File: config.mk
export PLATFORM = sky130hd
export DESIGN_NAME = imem_port_arbiter_flat
export DESIGN_NICKNAME = d
export VERILOG_FILES = /design/src/rtl/imem_port_arbiter_pkg.sv /design/src/rtl/imem_port_arbiter_if.sv /design/src/rtl/imem_port_arbiter_starve_counter.sv /design/src/rtl/imem_port_arbiter.sv /design/src/flat_wrapper.sv
export SDC_FILE = /design/constraint.sdc
export NUM_CORES = 1
export LEC_CHECK = 0
export BUFFER_PORTS_ARGS = -buffer_cell sky130_fd_sc_hd__buf_2
export CAP_MARGIN = 30
export CORE_UTILIZATION = 40
export DETAILED_ROUTE_END_ITERATION = 12
export PLACE_DENSITY = 0.76
export SYNTH_ARGS = -nofsm -noshare
export SYNTH_HDL_FRONTEND = slang
export SYNTH_SLANG_ARGS = --single-unit
File: constraint.sdc
create_clock -name clk -period 1.2 [get_ports clk]
set_clock_uncertainty 0.05 [all_clocks]
set_input_delay 0.12 -clock clk [delete_from_list [all_inputs] [get_ports clk]]
set_output_delay 0.12 -clock clk [all_outputs]
set_load 0.1 [all_outputs]
File: src/rtl/imem_port_arbiter_pkg.sv
// Shared constants and owner encoding for the instruction-ROM port arbiter.
// Used by the arbiter, its interface and the starvation counter.
package imem_pkg;

   localparam int IMEM_AW         = 5;
   localparam int IMEM_STARVE_MAX = 4;

   // Word index is taken from byte-address bits [AW+1:WORD_LSB]
   localparam int WORD_LSB  = 2;
   localparam int ADDR_W    = 32;

   typedef enum logic [1:0] {
      OWN_NONE = 2'd0,
      OWN_IF   = 2'd1,
      OWN_DBG  = 2'd2
   } owner_t;

   // True when the byte address is misaligned or lies outside the 2^aw word ROM
   function automatic logic addr_is_bad(input logic [ADDR_W-1:0] addr, input int aw);
      logic [ADDR_W-1:0] keep_mask;
      keep_mask = ((ADDR_W'(1) << aw) - ADDR_W'(1)) << WORD_LSB;
      return |(addr & ~keep_mask);
   endfunction

endpackage

File: src/rtl/imem_port_arbiter_if.sv
// Bundle of the IF / DBG request ports, the ROM port and the error flag.
// The arbiter uses the slave modport; the requesters/ROM side uses master.
interface imem_port_arbiter_if
   import imem_pkg::*;
#(
   parameter int AW = IMEM_AW
) ();

   logic              if_req;
   logic [ADDR_W-1:0] if_addr;
   logic              if_gnt;
   logic              if_valid;
   logic [31:0]       if_rdata;

   logic              dbg_req;
   logic [ADDR_W-1:0] dbg_addr;
   logic              dbg_gnt;
   logic              dbg_valid;
   logic [31:0]       dbg_rdata;

   logic [AW-1:0]     rom_a;
   logic [31:0]       rom_spo;

   logic              err;

   modport slave (
      input  if_req, if_addr, dbg_req, dbg_addr, rom_spo,
      output if_gnt, if_valid, if_rdata,
      output dbg_gnt, dbg_valid, dbg_rdata,
      output rom_a, err
   );

   modport master (
      output if_req, if_addr, dbg_req, dbg_addr, rom_spo,
      input  if_gnt, if_valid, if_rdata,
      input  dbg_gnt, dbg_valid, dbg_rdata,
      input  rom_a, err
   );

endinterface

File: src/rtl/imem_port_arbiter_starve_counter.sv
// Saturating count of consecutive cycles the debug port lost arbitration.
// sat is high once the count reaches MAX; clr has priority over inc.
module imem_starve_counter #(
   parameter int MAX = 4
) (
   input  logic clk,
   input  logic rst_n,
   input  logic inc,
   input  logic clr,
   output logic sat
);

   localparam int            CW   = $clog2(MAX + 1);
   localparam logic [CW-1:0] MAXV = CW'(MAX);

   logic [CW-1:0] cnt;

   always_ff @(posedge clk or negedge rst_n) begin
      if (!rst_n) begin
         cnt <= '0;
      end else if (clr) begin
         cnt <= '0;
      end else if (inc && (cnt != MAXV)) begin
         cnt <= cnt + 1'b1;
      end
   end

   assign sat = (cnt == MAXV);

endmodule

File: src/rtl/imem_port_arbiter.sv
// Arbitrates the async-read instruction ROM between CPU fetch (IF) and debug (DBG).
// Optional sticky address check is compiled in with IMEM_ADDR_CHK_EN.
module imem_port_arbiter
   import imem_pkg::*;
#(
   parameter int AW         = IMEM_AW,
   parameter int STARVE_MAX = IMEM_STARVE_MAX
) (
   input  logic                clk,
   input  logic                rst_n,
   imem_port_arbiter_if.slave  bus
);

   logic              starve_sat;
   logic              starve_inc;
   logic              gnt_if;
   logic              gnt_dbg;
   owner_t            gnt_owner;
   logic [ADDR_W-1:0] gnt_addr;

   logic [AW-1:0]     rom_a_q;
   owner_t            owner_q;
   logic              if_valid_q;
   logic              dbg_valid_q;
   logic [31:0]       if_rdata_q;
   logic [31:0]       dbg_rdata_q;
   logic              err_q;

   // IF wins ties unless DBG has already lost STARVE_MAX cycles in a row
   always_comb begin
      gnt_if    = 1'b0;
      gnt_dbg   = 1'b0;
      gnt_owner = OWN_NONE;
      gnt_addr  = bus.if_addr;
      if (bus.dbg_req && (!bus.if_req || starve_sat)) begin
         gnt_dbg   = 1'b1;
         gnt_owner = OWN_DBG;
         gnt_addr  = bus.dbg_addr;
      end else if (bus.if_req) begin
         gnt_if    = 1'b1;
         gnt_owner = OWN_IF;
      end
   end

   assign starve_inc = bus.dbg_req && !gnt_dbg;

   imem_starve_counter #(
      .MAX (STARVE_MAX)
   ) u_starve (
      .clk   (clk),
      .rst_n (rst_n),
      .inc   (starve_inc),
      .clr   (!starve_inc),
      .sat   (starve_sat)
   );

   // Address stage: rom_a only moves on a grant, so the ROM output stays quiet when idle
   always_ff @(posedge clk or negedge rst_n) begin
      if (!rst_n) begin
         rom_a_q <= '0;
         owner_q <= OWN_NONE;
      end else begin
         owner_q <= gnt_owner;
         if (gnt_owner != OWN_NONE) begin
            rom_a_q <= gnt_addr[AW+WORD_LSB-1:WORD_LSB];
         end
      end
   end

   // Data stage: capture the async ROM output for whoever owned the previous address
   always_ff @(posedge clk or negedge rst_n) begin
      if (!rst_n) begin
         if_valid_q  <= 1'b0;
         dbg_valid_q <= 1'b0;
         if_rdata_q  <= '0;
         dbg_rdata_q <= '0;
      end else begin
         if_valid_q  <= (owner_q == OWN_IF);
         dbg_valid_q <= (owner_q == OWN_DBG);
         if (owner_q == OWN_IF) begin
            if_rdata_q <= bus.rom_spo;
         end
         if (owner_q == OWN_DBG) begin
            dbg_rdata_q <= bus.rom_spo;
         end
      end
   end

`ifdef IMEM_ADDR_CHK_EN
   always_ff @(posedge clk or negedge rst_n) begin
      if (!rst_n) begin
         err_q <= 1'b0;
      end else if ((gnt_owner != OWN_NONE) && addr_is_bad(gnt_addr, AW)) begin
         err_q <= 1'b1;
      end
   end
`else
   logic unused_addr_bits;
   assign unused_addr_bits = ^{gnt_addr[WORD_LSB-1:0], gnt_addr[ADDR_W-1:AW+WORD_LSB]};
   assign err_q = 1'b0;
`endif

   assign bus.if_gnt    = gnt_if;
   assign bus.dbg_gnt   = gnt_dbg;
   assign bus.rom_a     = rom_a_q;
   assign bus.if_valid  = if_valid_q;
   assign bus.dbg_valid = dbg_valid_q;
   assign bus.if_rdata  = if_rdata_q;
   assign bus.dbg_rdata = dbg_rdata_q;
   assign bus.err       = err_q;

endmodule

File: src/flat_wrapper.sv
// flat-port wrapper written by rule: the top's interface ports become plain ports
module imem_port_arbiter_flat import imem_pkg::*;
#(
   parameter int AW         = IMEM_AW,
   parameter int STARVE_MAX = IMEM_STARVE_MAX
)
  (clk, rst_n, bus_if_req, bus_if_addr, bus_dbg_req, bus_dbg_addr, bus_rom_spo, bus_if_gnt, bus_if_valid, bus_if_rdata, bus_dbg_gnt, bus_dbg_valid, bus_dbg_rdata, bus_rom_a, bus_err);
  imem_port_arbiter_if #(.AW(AW)) bus_i ();
  input  logic clk;
  input  logic rst_n;
  input wire logic [$bits(bus_i.if_req)-1:0] bus_if_req;
  input wire logic [$bits(bus_i.if_addr)-1:0] bus_if_addr;
  input wire logic [$bits(bus_i.dbg_req)-1:0] bus_dbg_req;
  input wire logic [$bits(bus_i.dbg_addr)-1:0] bus_dbg_addr;
  input wire logic [$bits(bus_i.rom_spo)-1:0] bus_rom_spo;
  output wire logic [$bits(bus_i.if_gnt)-1:0] bus_if_gnt;
  output wire logic [$bits(bus_i.if_valid)-1:0] bus_if_valid;
  output wire logic [$bits(bus_i.if_rdata)-1:0] bus_if_rdata;
  output wire logic [$bits(bus_i.dbg_gnt)-1:0] bus_dbg_gnt;
  output wire logic [$bits(bus_i.dbg_valid)-1:0] bus_dbg_valid;
  output wire logic [$bits(bus_i.dbg_rdata)-1:0] bus_dbg_rdata;
  output wire logic [$bits(bus_i.rom_a)-1:0] bus_rom_a;
  output wire logic [$bits(bus_i.err)-1:0] bus_err;
  assign bus_i.if_req = bus_if_req;
  assign bus_i.if_addr = bus_if_addr;
  assign bus_i.dbg_req = bus_dbg_req;
  assign bus_i.dbg_addr = bus_dbg_addr;
  assign bus_i.rom_spo = bus_rom_spo;
  assign bus_if_gnt = bus_i.if_gnt;
  assign bus_if_valid = bus_i.if_valid;
  assign bus_if_rdata = bus_i.if_rdata;
  assign bus_dbg_gnt = bus_i.dbg_gnt;
  assign bus_dbg_valid = bus_i.dbg_valid;
  assign bus_dbg_rdata = bus_i.dbg_rdata;
  assign bus_rom_a = bus_i.rom_a;
  assign bus_err = bus_i.err;
  imem_port_arbiter #(.AW(AW), .STARVE_MAX(STARVE_MAX)) u_core (.clk(clk), .rst_n(rst_n), .bus(bus_i));
endmodule
== After elaboration in Yosys (flattened, before gate mapping) ==
Cells that the tools add are included.
Operators by class
  equal/unequal tests: 5
  multiplexer cells: 8
  $add $sub $neg: 1
  reduce and logical (&&, ||, !) cells: 7
Operators with widths (count)
  $mux W7: 1
  $mux W3: 2
  $mux W1: 4
  $add A3 B1 Y3 const B: 1
  $eq A3 B3 Y1 const B: 1
  $logic_and A1 B1 Y1: 3
  $ne A3 B3 Y1 const B: 1
  $eq A2 B1 Y1 const B: 1
  $eq A2 B2 Y1 const B: 1
  $logic_not A1 Y1: 2
  $mux W2: 1
  $ne A2 B1 Y1 const B: 1
  $reduce_bool A2 Y1: 1
  $logic_or A1 B1 Y1: 1
Word-level totals
  output and inout port bits: 74
  flip-flop bits (word level): 76
  logic and storage cells: 28
  input port bits: 100

== Depth between registers and ports, before layout ==
Gate-level depths: netlist of the first run.
  word-level depth: 9
  mapped depth: 6
  gate-level depth less buffers: 5

== By module ==
A second synthesis of the first run with hierarchy kept.
Unflattened totals
  cells, all modules: 197
  area, all modules: 3249.4 µm²
By module, submodules not included
  imem_port_arbiter: times used 1, sequential area each 1826.8 µm², area an instance 3051.7 µm², cells an instance 179
  imem_starve_counter: times used 1, sequential area each 75.1 µm², area an instance 197.7 µm², cells an instance 18

== Worst setup path after synthesis of the first run ==
Ideal clock, no wire load.
  path type: flip-flop to flip-flop
  from: register u_core.u_starve.cnt[0]
  to: register u_core.owner_q[0]
  clock period less this slack: 2.660 ns
  slack: -1.460 ns
  buffers on the path: 0
  arrival: 2.306 ns
  library setup time: 0.304 ns
  cell stages (with the launch flop): 4
  data required time: 0.846 ns
  cells stage by stage: dfrtp_1 inv_1 ha_1 a31oi_1
On the way
  longest elaborated chain between the ends: 4
Ends and longest elaborated chain
  from (decl): line imem_port_arbiter_starve_counter.sv:16  | logic [CW-1:0] cnt;
  from (signal assigned): line imem_port_arbiter_starve_counter.sv:24  | cnt <= cnt + 1'b1;
  $eq A3 B3 Y1: line imem_port_arbiter_starve_counter.sv:28  | assign sat = (cnt == MAXV);
  $logic_or A1 B1 Y1: line imem_port_arbiter.sv:35  | if (bus.dbg_req && (!bus.if_req || starve_sat)) begin
  $logic_and A1 B1 Y1: line imem_port_arbiter.sv:35
  $mux W2: line imem_port_arbiter.sv:35
  to (signal assigned): line imem_port_arbiter.sv:63  | owner_q <= gnt_owner;
  to (decl): line imem_port_arbiter.sv:22  | owner_t owner_q;
No other way between the ends.
A chain may end at the register's enable or synchronous reset.

== Worst setup path after layout of the first run ==
  from: register u_core.u_starve.cnt[1]
  to: output port bus_dbg_gnt
On the way
  longest elaborated chain between the ends: 4
Ends and longest elaborated chain
  $eq A3 B3 Y1: line imem_port_arbiter_starve_counter.sv:28
  $logic_or A1 B1 Y1: line imem_port_arbiter.sv:35
  $logic_and A1 B1 Y1: line imem_port_arbiter.sv:35
  $mux W1: line imem_port_arbiter.sv:35
  to (decl): line flat_wrapper.sv:19  | output wire logic [$bits(bus_i.dbg_gnt)-1:0] bus_dbg_gnt;
No other way between the ends.

==> results_dict.tcl, run 1 <==
set metrics [dict create \
    seq_area_frac_synth_pct 61.6 \
    multi_input_area_mm2 0.00125 \
    gp_congestion 0.723 \
    startpoint "u_core.u_starve.cnt[1]" \
    syn_area_mm2 0.00309 \
    r2r_setup_slack_ns -0.26 \
    clkPwrFrac_pct 22.1 \
    clkLatencyLatePin_ns 0.33 \
    finalCritPeriodShare_pct 136 \
    cts_buffers 9 \
    synthToLayoutAreaGrowth_pct 98.3 \
    cts.root.buffer_cell "clkbuf_8" \
    clkTransAtPathRegs_ns 0.07 \
    critPathSlowestCell "dfrtp_1" \
    required_ns 1.03 \
    failed_checks "setup timing" \
    grt_pass1_wl_mm 14.2 \
    final_nets 474 \
    drt_iter0_markers 41 \
    switching_share_pct 40.7 \
    timing_worst_setup_path_type "flip-flop to output pin" \
    first_pass_iters 4 \
    fillers 357 \
    hold_violations 0 \
    synthCells 186 \
    grt_start_max_net_pins 77 \
    status "complete, but fails checks" \
    clock-sinks 76 \
    p_seq_share_pct 29.6 \
    path_max_fanout 2 \
    ir_drop_mv 1.13 \
    synth_area_per_cell_um2 16.6 \
    synth_most_common_cell "dfrtp_1" \
    pre_cts_slack_ns -0.150 \
    stdcell_count 476 \
    grt_setup_unrepaired "yes" \
    endpoint "bus_dbg_gnt" \
    die_w_um 89.9 \
    maxSlewViolCount 0 \
    fin_tns_setup_ns -11.05 \
    rr_worst_depth 6 \
    synth_top_family_by_area "multiplexers" \
    rows 31 \
    core_area_mm2 0.00737 \
    vias_per_cell 4.65 \
    synth-edff-count 0 \
    ys_ff_latch 76 \
    whs_ns 0.0358 \
    setup_viol 74 \
    ant_nets 0 \
    p_comb_share_pct 48.2 \
    post_synth_num_cell_types 20 \
    grt_pass1_vias 2598 \
    ios 174 \
    die_y_um 89.9 \
    dp_cells 407 \
    htree_levels 3 \
    antenna_found_initial 0 \
    r2r-end "u_core.bus.rom_a[0]" \
    leakagePower_nw 2.88 \
    synth_area_leaders "dfrtp_1, mux2_4, mux2_1, buf_6, mux2_2" \
    wl_mm 8.54 \
    p_per_area_mw_per_mm2 1920 \
    worstPathArrival_ns 1.46 \
    slowest_delay_ns 0.36 \
    cp-start-kind "flip-flop" \
    yosys-top-cells-count "dfrtp_1, mux2_1, mux2_4" \
    finalWorstSetupSlack_ns -0.427 \
    regArea_mm2 0.00199 \
    synth_flop_cell "dfrtp_1" \
    drc 0 \
    synth_adder_area_share_pct 0.810 \
    yosys.area_share.simple_pct 1.99 \
    start_util_pct 41.9 \
    netlist.area_leader.share_pct 61.6 \
    path_cells "inv_2 > ha_4 > a21bo_4 > nand2_4 > clkinvlp_4 > buf_12" \
    wl_per_cell_um 17.9 \
    clockBufferDepth 2 \
    p_int_w 0.00698 \
    layout-drive-gt1-share_pct 83.0 \
    fmax_ghz 0.614 \
    cts_tree "yes" \
    min-delay-path-class "input pin to flip-flop" \
    die_area_mm2 0.00807 \
    asyncSetResetFlopFracSynth_pct 100 \
    cp-end-kind "output pin" \
    ys.warnings.count 0 \
    yosys.area.top_type "dfrtp_1" \
    fin_crit_ns 1.63 \
    syn_nets 288 \
    holdCritStartpoint "bus_if_addr[6]" \
    muxShareOfSynthArea_pct 28.8 \
    synth-xor-area-share_pct 0 \
    n_antenna_cell 0 \
    maxCapViolations 0 \
    synth_compound_area_share_pct 2.35 \
    grt_overflow_total 0 \
    reg2reg_from "u_core.u_starve.cnt[1]" \
    grt_usage_pct 23.1 \
    num_vias 2213 \
    io_buffers 118 \
    place.detailed.hpwl_mm 5.21 \
    power.switching_w 0.00478 \
]
==> worst max-delay path: cells and delay by family, from the launching register on <==
| family | cells | cell delay (ns) |
|---|---|---|
| flip-flops | 1 | 0.36 |
| AND/OR/NAND/NOR | 1 | 0.07 |
| buffers and inverters | 3 | 0.32 |
| adder cells (fa/ha/maj) | 1 | 0.15 |
| AO/OA/AOI/OAI | 1 | 0.21 |
==> kinds of logic (layout without fill, tap and decap cells) <==
kind of cell | Yosys count | in the layout
and+or+nand+nor | 12 | 12
AOI/OAI and AO/OA | 7 | 7
other | 1 | 1
adders and majority gates | 2 | 2
DFF | 76 | 76
buffers and inverters | 18 | 209
muxes | 70 | 70
==> metal layers <==
metal  share of wire [%]  GRT usage (%)
met1                  39           26.6
met2                  55           43.1
met3                 4.0           4.82
met4                 1.4           6.59
met5                   0              0
==> final cells by class <==
type,instances,area share [%]
repair buffers,186,40.0
clock buffers,12,2.53
well taps,99,2.02
multi-input cells,92,20.5
clock inverters,4,1.96
flip-flops and latches,76,32.5
inverters,7,0.490
==> sequential cells by signal (all words and copies together) (netlist names) <==
signal,count
u_core.bus.dbg_rdata,32
u_core.bus.rom_a,5
u_core.bus.if_rdata,32
u_core.u_starve.cnt,3
u_core.bus.if_valid,1
u_core.owner_q,2
u_core.bus.dbg_valid,1
==> placed cells by master, fill, tap and decap left out <==
| cell type | Yosys | final |
|---|---|---|
| a21bo_4 | 0 | 1 |
| a31oi_4 | 0 | 1 |
| buf_12 | 0 | 81 |
| buf_16 | 0 | 1 |
| buf_2 | 2 | 44 |
| buf_4 | 1 | 14 |
| buf_6 | 8 | 6 |
| buf_8 | 0 | 2 |
| bufinv_16 | 0 | 4 |
| clkbuf_1 | 0 | 1 |
| clkbuf_8 | 0 | 11 |
| clkinvlp_4 | 0 | 1 |
| conb_1 | 1 | 1 |
| dfrtp_1 | 76 | 7 |
| dfrtp_2 | 0 | 69 |
| dlygate4sd3_1 | 0 | 38 |
| ha_2 | 0 | 1 |
| ha_4 | 0 | 1 |
| inv_1 | 7 | 4 |
| inv_2 | 0 | 2 |
| mux2_4 | 29 | 64 |
| mux2i_1 | 6 | 6 |
| nand2_1 | 5 | 5 |
| nand2_4 | 1 | 1 |
| nand2b_4 | 0 | 1 |
| nor2_1 | 1 | 1 |
| nor2b_4 | 0 | 1 |
| nor3_1 | 3 | 1 |
| nor3_2 | 0 | 2 |
| o221a_2 | 5 | 4 |
| o221a_4 | 0 | 1 |
==> power by group through the flow <==
stage	Sequential [W]	Clock, W	Combinational [W]
after floorplan	0.00604	0	0.000745
after global placement	0.00348	0	0.00540
after detailed placement	0.00352	0	0.00546
after CTS	0.00348	0.00265	0.00574
after global routing	0.00353	0.00276	0.00580
final	0.00349	0.00260	0.00567
==> timing repair <==
action	4_1_cts	5_1_grt
resized for setup	26	10
endpoints found under the hold margin	145	0
setup endpoints to repair	73	76
hold buffers	38	0
setup buffers	15	1
gates cloned	6	0
pin swaps	3	2
==> metrics by stage <==
step	power (W)	cell area, um^2	util (%)
after CTS	0.0119	6250	84.9
after detailed placement	0.00898	5210	70.7
after global routing	0.0121	6120	83.1
after floorplan	0.00679	3350	-
after global placement	0.00888	5210	70.7
final	0.0118	6120	83.1
==> worst min-delay path by stage <==
stage          cells past startpoint                        to  slack [ns]
2_1_floorplan                      0   u_core.bus.dbg_rdata[0]       -0.23
3_3_place_gp                       2   u_core.bus.if_rdata[24]        0.12
3_5_place_dp                       2  u_core.bus.dbg_rdata[27]        0.12
4_1_cts                            2       u_core.bus.rom_a[4]        0.02
5_1_grt                            2       u_core.bus.rom_a[3]        0.03
6_report                           2       u_core.bus.rom_a[4]        0.04
Note: power is estimated with default switching activity, not from simulation.
==> run 2, diff against run 1 <==
Settings changed: CORE_ASPECT_RATIO from default to 2, PLACE_DENSITY 0.76 to 0.74.
==> results_dict.tcl, run 2 (synthesis results as in run 1) <==
set metrics [dict create \
    ios 174 \
    ant_nets 0 \
    wl_per_cell_um 19.1 \
    timing_worst_setup_path_type "flip-flop to output pin" \
    regArea_mm2 0.00199 \
    grt_pass1_vias 2533 \
    maxSlewViolCount 0 \
    rows 45 \
    path_max_fanout 2 \
    place.detailed.hpwl_mm 5.72 \
    p_seq_share_pct 29.1 \
    maxCapViolations 0 \
    num_vias 2197 \
    cp-start-kind "flip-flop" \
    worstPathArrival_ns 1.50 \
    cts.root.buffer_cell "clkbuf_16" \
    min-delay-path-class "input pin to flip-flop" \
    status "complete, but fails checks" \
    fmax_ghz 0.598 \
    clkTransAtPathRegs_ns 0.06 \
    synthToLayoutAreaGrowth_pct 94.6 \
    n_antenna_cell 0 \
    htree_levels 3 \
    fillers 386 \
    power.switching_w 0.00487 \
    switching_share_pct 40.6 \
    multi_input_area_mm2 0.00126 \
    cts_tree "yes" \
    setup_viol 76 \
    clkLatencyLatePin_ns 0.32 \
    clkPwrFrac_pct 23.8 \
    finalCritPeriodShare_pct 139 \
    finalWorstSetupSlack_ns -0.473 \
    vias_per_cell 4.89 \
    grt_setup_unrepaired "yes" \
    final_nets 452 \
    dp_cells 399 \
    p_per_area_mw_per_mm2 1990 \
    grt_pass1_wl_mm 13.5 \
    final_cell_mix "buf_12, dfrtp_2, mux2_4, buf_2, dlygate4sd3_1" \
    drc 0 \
    stdcell_count 449 \
    dpl_cell_area_mm2 0.00519 \
    die_y_um 126 \
    wl_mm 8.58 \
    antenna_found_initial 0 \
    die_area_mm2 0.00810 \
    leakagePower_nw 2.83 \
    hold_violations 0 \
    grt_usage_pct 22.7 \
    core_area_mm2 0.00754 \
    power_w 0.0120 \
    failed_checks "setup timing" \
    cts_buffers 9 \
    fin_crit_ns 1.67 \
    clock-sinks 76 \
    die_w_um 64.1 \
    layout_commonest_cell "buf_12" \
    p_comb_share_pct 47.1 \
    p_int_w 0.00711 \
    grt_overflow_total 0 \
    io_buffers 118 \
    pre_cts_slack_ns -0.212 \
    fin_tns_setup_ns -12.22 \
    cp-end-kind "output pin" \
    grt_start_max_net_pins 77 \
    required_ns 1.03 \
    fin_area_mm2 0.00601 \
    layout-drive-gt1-share_pct 87.3 \
    clockBufferDepth 2 \
    start_util_pct 40.9 \
    first_pass_iters 4 \
    drt_iter0_markers 94 \
    gp_congestion 0.760 \
    ir_drop_mv 1.41 \
]
-- run 2: per-layer routing --
metal / track usage (%) / part of all wire (%) / up-vias
li1: - / - / 976
met1: 25.2 / 36 / 1106
met2: 40.6 / 56 / 98
met3: 4.44 / 4.8 / 17
met4: 10.5 / 2.4 / 0
met5: 0 / 0 / -
-- run 2: critical path, stage by stage (launching register included) --
cell and delay, ns:
dfrtp_1 0.38, inv_2 0.07, ha_4 0.16, a21bo_4 0.21, nand2_4 0.08, clkinvlp_4 0.11
buf_12 0.17
-- run 2: what timing repair did --
| item | 4_1_cts | 5_1_grt |
|---|---|---|
| gates cloned | 4 | 0 |
| setup endpoints to repair | 73 | 75 |
| setup buffers | 14 | 6 |
| hold buffers | 18 | 0 |
| pin swaps | 3 | 3 |
| resized for setup | 25 | 6 |
| endpoints found under the hold margin | 106 | 0 |
-- run 2: layout make-up --
class | count | area share, %
clock inverter | 5 | 1.25
multi-input combinational | 92 | 21.0
clock buffer | 11 | 4.04
inverter | 7 | 0.500
tap | 94 | 1.96
sequential | 76 | 33.1
timing repair buffer | 164 | 38.1
-- run 2: power groups by stage --
stage                     clock network (W)  registers, W  logic, W
after floorplan                           0       0.00604  0.000745
after global placement                    0       0.00348   0.00540
after detailed placement                  0       0.00352   0.00547
after CTS                           0.00288       0.00348   0.00568
after global routing                0.00299       0.00353   0.00577
final                               0.00285       0.00349   0.00564
-- run 2: through the flow --
step	hold WS [ns]	utilization, %
finish	0.00892	79.6
global route	0.000850	79.6
CTS	0.000904	80.2
detailed placement	0.116	68.8
global placement	0.110	68.8
floorplan	-0.226	-
-- run 2: final timing paths --
kind | end | from | slack, ns | cells after the start
min reg2reg | u_core.bus.dbg_rdata[17] | u_core.bus.dbg_rdata[17] | 0.50 | 1
min | u_core.bus.if_rdata[30] | bus_rom_spo[30] | 0.009 | 2
max reg2reg | u_core.bus.rom_a[3] | u_core.u_starve.cnt[1] | -0.30 | 6
max | bus_dbg_gnt | u_core.u_starve.cnt[1] | -0.47 | 6
min in group asynchronous | u_core.bus.if_rdata[4] | rst_n | 0.31 | 3
max in group asynchronous | u_core.bus.if_rdata[31] | rst_n | 0.43 | 3
